==> config.mk <==
export PLATFORM = sky130hd
export DESIGN_NAME = exec_alu_seq
export DESIGN_NICKNAME = d
export VERILOG_FILES = /design/src/rtl/exec_alu_seq.sv
export SDC_FILE = /design/constraint.sdc
export NUM_CORES = 1
export LEC_CHECK = 0
export CAP_MARGIN = 20
export CORE_MARGIN = 2
export CORE_UTILIZATION = 56
export CTS_CLUSTER_SIZE = 12
export DETAILED_ROUTE_END_ITERATION = 12
export GPL_ROUTABILITY_DRIVEN = 0
export GPL_TIMING_DRIVEN = 1
export PLACE_DENSITY = 0.84
export SKIP_LAST_GASP = 1
export SLEW_MARGIN = 10
export SYNTH_ARGS = -nofsm -noshare
export SYNTH_HDL_FRONTEND = slang
export SYNTH_SLANG_ARGS = --single-unit
==> constraint.sdc <==
create_clock -name clk -period 5.6 [get_ports clk]
set_input_delay 1.12 -clock clk [delete_from_list [all_inputs] [get_ports clk]]
set_output_delay 1.12 -clock clk [all_outputs]
set_load 0.005 [all_outputs]
==> src/rtl/exec_alu_seq.sv <==
`default_nettype none
// ============================================================================
// Module   : exec_alu_seq
// Desc     : ARM execute stage with NZCV register and 16 data-processing ops;
//            the iterative shift-add MUL is compiled in with EXEC_ALU_MUL_EN.
// Revision : 1.0 - initial release
// ============================================================================
module exec_alu_seq #(
    parameter int WIDTH = 32
) (
    input  logic             clk,
    input  logic             reset,
    input  logic             in_valid,
    output logic             in_ready,
    input  logic [WIDTH-1:0] srca,
    input  logic [WIDTH-1:0] srcb,
    input  logic             sh_carry,
    input  logic [3:0]       alu_op,
    input  logic             is_mul,
    input  logic             set_flags,
    output logic             out_valid,
    output logic [WIDTH-1:0] result,
    output logic             wr_en,
    output logic [3:0]       flags,
    output logic             busy
);

    localparam logic [3:0] c_OP_AND = 4'b0000;
    localparam logic [3:0] c_OP_EOR = 4'b0001;
    localparam logic [3:0] c_OP_SUB = 4'b0010;
    localparam logic [3:0] c_OP_RSB = 4'b0011;
    localparam logic [3:0] c_OP_ADD = 4'b0100;
    localparam logic [3:0] c_OP_ADC = 4'b0101;
    localparam logic [3:0] c_OP_SBC = 4'b0110;
    localparam logic [3:0] c_OP_RSC = 4'b0111;
    localparam logic [3:0] c_OP_TST = 4'b1000;
    localparam logic [3:0] c_OP_TEQ = 4'b1001;
    localparam logic [3:0] c_OP_CMP = 4'b1010;
    localparam logic [3:0] c_OP_CMN = 4'b1011;
    localparam logic [3:0] c_OP_ORR = 4'b1100;
    localparam logic [3:0] c_OP_MOV = 4'b1101;
    localparam logic [3:0] c_OP_BIC = 4'b1110;
    localparam logic [3:0] c_OP_MVN = 4'b1111;

`ifdef EXEC_ALU_MUL_EN
    localparam int                c_CW   = $clog2(WIDTH);
    localparam logic [c_CW-1:0]   c_LAST = c_CW'(WIDTH - 1);
    typedef enum logic [1:0] {S_IDLE = 2'd0, S_DONE = 2'd1, S_MUL = 2'd2} state_t;
`else
    typedef enum logic [1:0] {S_IDLE = 2'd0, S_DONE = 2'd1} state_t;
`endif

    state_t             r_state, w_state_nxt;
    logic               r_out_valid, w_valid_nxt;
    logic [WIDTH-1:0]   r_result, w_result_nxt;
    logic               r_wr_en, w_wr_en_nxt;
    logic [3:0]         r_flags, w_flags_nxt;

    logic               w_accept;
    logic               w_logic;
    logic [WIDTH-1:0]   w_lres, w_x, w_y, w_alu_res;
    logic               w_cin, w_alu_c, w_alu_v;
    logic [WIDTH:0]     w_sum;

    assign out_valid = r_out_valid;
    assign result    = r_result;
    assign wr_en     = r_wr_en;
    assign flags     = r_flags;
    assign w_accept  = in_valid && in_ready;

    // Single 33-bit adder; reverse forms swap operands, subtracts invert B.
    always_comb begin
        w_logic = 1'b1;
        w_lres  = '0;
        w_x     = srca;
        w_y     = ~srcb;
        w_cin   = 1'b1;
        case (alu_op)
            c_OP_AND, c_OP_TST: w_lres = srca & srcb;
            c_OP_EOR, c_OP_TEQ: w_lres = srca ^ srcb;
            c_OP_ORR:           w_lres = srca | srcb;
            c_OP_MOV:           w_lres = srcb;
            c_OP_BIC:           w_lres = srca & ~srcb;
            c_OP_MVN:           w_lres = ~srcb;
            c_OP_SUB, c_OP_CMP: w_logic = 1'b0;
            c_OP_RSB: begin
                w_logic = 1'b0;
                w_x     = srcb;
                w_y     = ~srca;
            end
            c_OP_ADD, c_OP_CMN: begin
                w_logic = 1'b0;
                w_y     = srcb;
                w_cin   = 1'b0;
            end
            c_OP_ADC: begin
                w_logic = 1'b0;
                w_y     = srcb;
                w_cin   = r_flags[1];
            end
            c_OP_SBC: begin
                w_logic = 1'b0;
                w_cin   = r_flags[1];
            end
            c_OP_RSC: begin
                w_logic = 1'b0;
                w_x     = srcb;
                w_y     = ~srca;
                w_cin   = r_flags[1];
            end
            default: w_logic = 1'b1;
        endcase
    end

    assign w_sum     = {1'b0, w_x} + {1'b0, w_y} + {{WIDTH{1'b0}}, w_cin};
    assign w_alu_res = w_logic ? w_lres : w_sum[WIDTH-1:0];
    assign w_alu_c   = w_logic ? sh_carry : w_sum[WIDTH];
    assign w_alu_v   = w_logic ? r_flags[0]
                     : ((w_x[WIDTH-1] == w_y[WIDTH-1]) && (w_sum[WIDTH-1] != w_x[WIDTH-1]));

`ifdef EXEC_ALU_MUL_EN
    logic [WIDTH-1:0]   r_ma, r_mb, r_acc, w_mul_sum;
    logic [c_CW-1:0]    r_count;
    logic               r_mul_s;

    assign w_mul_sum = r_acc + (r_mb[0] ? r_ma : '0);
    assign busy      = (r_state == S_MUL);
    assign in_ready  = (r_state != S_MUL);

    // Multiplicand shifts left, multiplier shifts right: one bit per cycle, LSB first.
    always_ff @(posedge clk) begin
        if (reset) begin
            r_ma    <= '0;
            r_mb    <= '0;
            r_acc   <= '0;
            r_count <= '0;
            r_mul_s <= 1'b0;
        end else if (r_state == S_MUL) begin
            r_acc   <= w_mul_sum;
            r_ma    <= r_ma << 1;
            r_mb    <= r_mb >> 1;
            r_count <= r_count + 1'b1;
        end else if (w_accept && is_mul) begin
            r_ma    <= srca;
            r_mb    <= srcb;
            r_acc   <= '0;
            r_count <= '0;
            r_mul_s <= set_flags;
        end
    end
`else
    assign busy     = 1'b0;
    assign in_ready = 1'b1;
`endif

    always_comb begin
        w_state_nxt  = r_state;
        w_valid_nxt  = 1'b0;
        w_result_nxt = r_result;
        w_wr_en_nxt  = r_wr_en;
        w_flags_nxt  = r_flags;
        case (r_state)
            S_IDLE, S_DONE: begin
                if (w_accept && is_mul) begin
`ifdef EXEC_ALU_MUL_EN
                    w_state_nxt  = S_MUL;
`else
                    w_state_nxt  = S_DONE;
                    w_valid_nxt  = 1'b1;
                    w_result_nxt = '0;
                    w_wr_en_nxt  = 1'b0;
`endif
                end else if (w_accept) begin
                    w_state_nxt  = S_DONE;
                    w_valid_nxt  = 1'b1;
                    w_result_nxt = w_alu_res;
                    w_wr_en_nxt  = (alu_op[3:2] != 2'b10);
                    if (set_flags || (alu_op[3:2] == 2'b10)) begin
                        w_flags_nxt = {w_alu_res[WIDTH-1], (w_alu_res == '0), w_alu_c, w_alu_v};
                    end
                end else if (r_state == S_DONE) begin
                    w_state_nxt = S_IDLE;
                end
            end
`ifdef EXEC_ALU_MUL_EN
            S_MUL: begin
                if (r_count == c_LAST) begin
                    w_state_nxt  = S_DONE;
                    w_valid_nxt  = 1'b1;
                    w_result_nxt = w_mul_sum;
                    w_wr_en_nxt  = 1'b1;
                    if (r_mul_s) begin
                        w_flags_nxt = {w_mul_sum[WIDTH-1], (w_mul_sum == '0), r_flags[1:0]};
                    end
                end
            end
`endif
            default: w_state_nxt = S_IDLE;
        endcase
    end

    always_ff @(posedge clk) begin
        if (reset) begin
            r_state <= S_IDLE;
        end else begin
            r_state <= w_state_nxt;
        end
    end

    always_ff @(posedge clk) begin
        if (reset) begin
            r_out_valid <= 1'b0;
            r_result    <= '0;
            r_wr_en     <= 1'b0;
            r_flags     <= 4'b0000;
        end else begin
            r_out_valid <= w_valid_nxt;
            r_result    <= w_result_nxt;
            r_wr_en     <= w_wr_en_nxt;
            r_flags     <= w_flags_nxt;
        end
    end

endmodule
`default_nettype wire

==> metrics.txt <==
H-tree depth reported by CTS=2; crit path max fanout=8; layout cell share with drive strength beyond 1=0.0627; delay-heaviest family, CP=simple AND/OR/NAND/NOR gates; transition time of the tightest slew-check pin=0.827 ns; Inst Count DP=1239; share of flip-flops with an asynchronous set or reset=0; crit path time final=5.31 ns; synthesized netlist cell count=1030; initial core utilization=0.567; total of warnings raised by yosys=0; total clock sinks=38; post-CTS clock slew at the launch and capture registers of the worst setup and hold paths=0.06 ns; DIE AREA=0.0130 sq mm; outcome=complete, no violations; library cell with the highest instance count after synthesis=sky130_fd_sc_hd__nand2_1; worst hold slack after final layout=0.453 ns; count of non-filler cells in the finished layout=1247; highest cell delay on the worst timing path=0.60 ns; netlist area before placement=0.00676 sq mm; clock tree from TritonCTS=built; routed length per instance=19.4 microns; clock buffers created by TritonCTS=5; Max Slew Vio Count=0; worst setup slack after layout=0.293 ns; ordered cell list for the critical path=clkdlybuf4s50_1 -> nor2b_1 -> nor2_2 -> a21oi_2 -> o221ai_1 -> fa_1 -> inv_1 -> fa_1 -> nor2b_4 -> o31a_1 -> or3_1 -> a311o_1 -> or3_1 -> nor4_2 -> nand4_1 -> nor4_2 -> nand4b_1 -> nand2_1; fin util=0.687; placed wire-length estimate=18.0 mm; antenna cells=0; VDD IR max=0.137 mV; Final Net Count=1238; Clk Latency, worst-skew pair=0.28 ns; Critical-path top delay cell=sky130_fd_sc_hd__clkdlybuf4s50_1; die outline width=114 microns; CP Buf/Inv Count=2; number of distinct standard cells referenced by the synthesized netlist=83; Reg2Reg Setup Slack=1.66 ns; Setup CP Type=in -> reg; post-route DRC violation count=0; average instance area after synthesis=6.56 sq um; share of synthesized area occupied by flip-flops and latches=0.113; required time worst endpoint=5.83 ns; number of synthesized flops with an enable pin=0; top cells by area, synth=sky130_fd_sc_hd__ha_1 (12%), sky130_fd_sc_hd__dfxtp_1 (11%), sky130_fd_sc_hd__nand2_1 (8.2%); global-route wire length before repair=38.8 mm; number of vias per cell=6.85; Post CTS Setup Buffer Count=0; arrival time reported for the critical path endpoint=5.53 ns; Post-Place Worst Slack=0.0266 ns; commonest cells in the synthesized netlist=sky130_fd_sc_hd__nand2_1 (147), sky130_fd_sc_hd__o21ai_0 (82), sky130_fd_sc_hd__inv_1 (78); initial drt markers=1132; number of hold-slack violations in the final timing report=0; achievable clock frequency=188 MHz; core footprint=0.0119 sq mm; critical path launch point type=input pin; number of port buffers=111; setup repair after global routing missed its margin=false; I/O Pins=114; worst max-slew margin expressed relative to the limit=0.449; die span in y=114 microns; Main synth FF type=sky130_fd_sc_hd__dfxtp_1; top cell type by total area after synthesis=sky130_fd_sc_hd__ha_1; max-capacitance violation count=0; initial antenna violation count=0; sum of routed wire length over all layers=24.2 mm; final global-route overflow total=0; Placement Rows=40; all-layer global routing usage=0.368; largest buffer count on any clock path=2; part of the cycle the worst path needs=0.948; final count of negative-setup-slack endpoints=0; worst hold path class=reg -> reg; number of global-route vias before repair=7956; #FFs+latches synth=38; leakage power=3.32 nW; vias post-DR=8540; Layout Skew=0.00382 ns; maximum number of pins on one net before global-route repair=51; area added between synthesis and finish=21.0%; root cell of the clock tree=sky130_fd_sc_hd__clkbuf_16; Yosys top cell area share=0.117; Fin Setup TNS=0 ns; kind of end point of the critical path=flop; power density over cell area=193 mW/mm^2; count of TritonRoute iterations in the first routing pass=5; number of nets produced by synthesis=1169; number of antenna-violating nets in the routed design=0
[worst register-to-register path, delay by kind of cell (launching register included)]
family / cells / cell delay (ns)
AND/OR/NAND/NOR: 7 / 1.75
AO/OA/AOI/OAI: 4 / 0.73
adder cells (fa/ha/maj): 2 / 0.72
flip-flops: 1 / 0.49
XOR/XNOR: 1 / 0.16
buffers and inverters: 1 / 0.06
[through the flow]
step | area (sq um) | power [mW]
3_5_place_dp | 7970 | 1.16
5_1_grt | 8180 | 1.66
3_3_place_gp | 7970 | 1.15
2_1_floorplan | 6760 | 0.873
6_report | 8180 | 1.57
4_1_cts | 8170 | 1.55
[power breakdown]
part,switching [mW],total (mW),internal (mW)
Combinational,0.537,0.901,0.364
Clock,0.110,0.377,0.267
Sequential,0.00956,0.296,0.286
Total,0.656,1.57,0.918
[cell families (layout without fill, tap and decap cells)]
family	Yosys count	in the layout	share of synthesized area
fa+ha+maj	65	65	0.123
other cells	2	2	0.00111
buf+inv	163	233	0.0946
simple gates	347	347	0.242
flops	38	38	0.113
mux	10	10	0.0152
xor+xnor	16	16	0.0207
compound gates	389	389	0.391
[flip-flops by register name, summed over array words and instances (netlist names)]
name / cells
wr_en: 1
flags: 4
out_valid: 1
result: 32
[metal layers]
layer / wire length, microns / up-vias / GRT usage / share of wire
met5: 0 / - / 0 / 0
li1: - / 3957 / - / -
met1: 9320 / 3900 / 0.452 / 0.38
met2: 11100 / 561 / 0.607 / 0.46
met3: 2270 / 122 / 0.0473 / 0.094
met4: 1580 / 0 / 0.234 / 0.065
[cell type report]
cell class / count / area (sq um)
multi-input cells: 829 / 5390
clock inverters: 2 / 60.1
clock buffers: 6 / 139
fillers: 1006 / 3730
well taps: 147 / 184
flip-flops and latches: 38 / 761
repair buffers: 143 / 1340
inverters: 82 / 308
[placed cells by master, fill, tap and decap left out, drive strengths merged, types with 7 or more instances in the layout]
master	synthesis	layout
o21ai	94	94
o22ai	7	7
inv	82	82
o21a	9	9
nand3b	8	8
a31oi	10	10
nand3	23	23
o31ai	17	17
xor2	7	7
buf	23	34
nand4	14	14
a21o	12	12
a211oi	27	27
nor2	74	74
nor2b	14	14
ha	63	63
mux2i	8	8
o221ai	38	38
nor3	15	15
a22oi	25	25
or3	9	9
a21oi	75	75
clkdlybuf4s50	0	109
nand2	147	147
dfxtp	38	38
xnor2	9	9
o211ai	13	13
nand2b	10	10
[path summary, 6_finish.rpt]
kind / end / start / depth (start not counted)
setup / recovery: flags[2]$_SDFFE_PP0P_ / alu_op[2] / 18
hold / removal: result[5]$_SDFFE_PP0P_ / result[5]$_SDFFE_PP0P_ / 2
setup reg to reg: flags[2]$_SDFFE_PP0P_ / flags[1]$_SDFFE_PP0P_ / 15
hold reg to reg: result[5]$_SDFFE_PP0P_ / result[5]$_SDFFE_PP0P_ / 2
[repair_timing]
item	CTS	global route
endpoints found under the setup margin	0	1
gates resized for setup	0	2
hold buffers	0	0
Note: power is estimated with default switching activity, not from simulation.
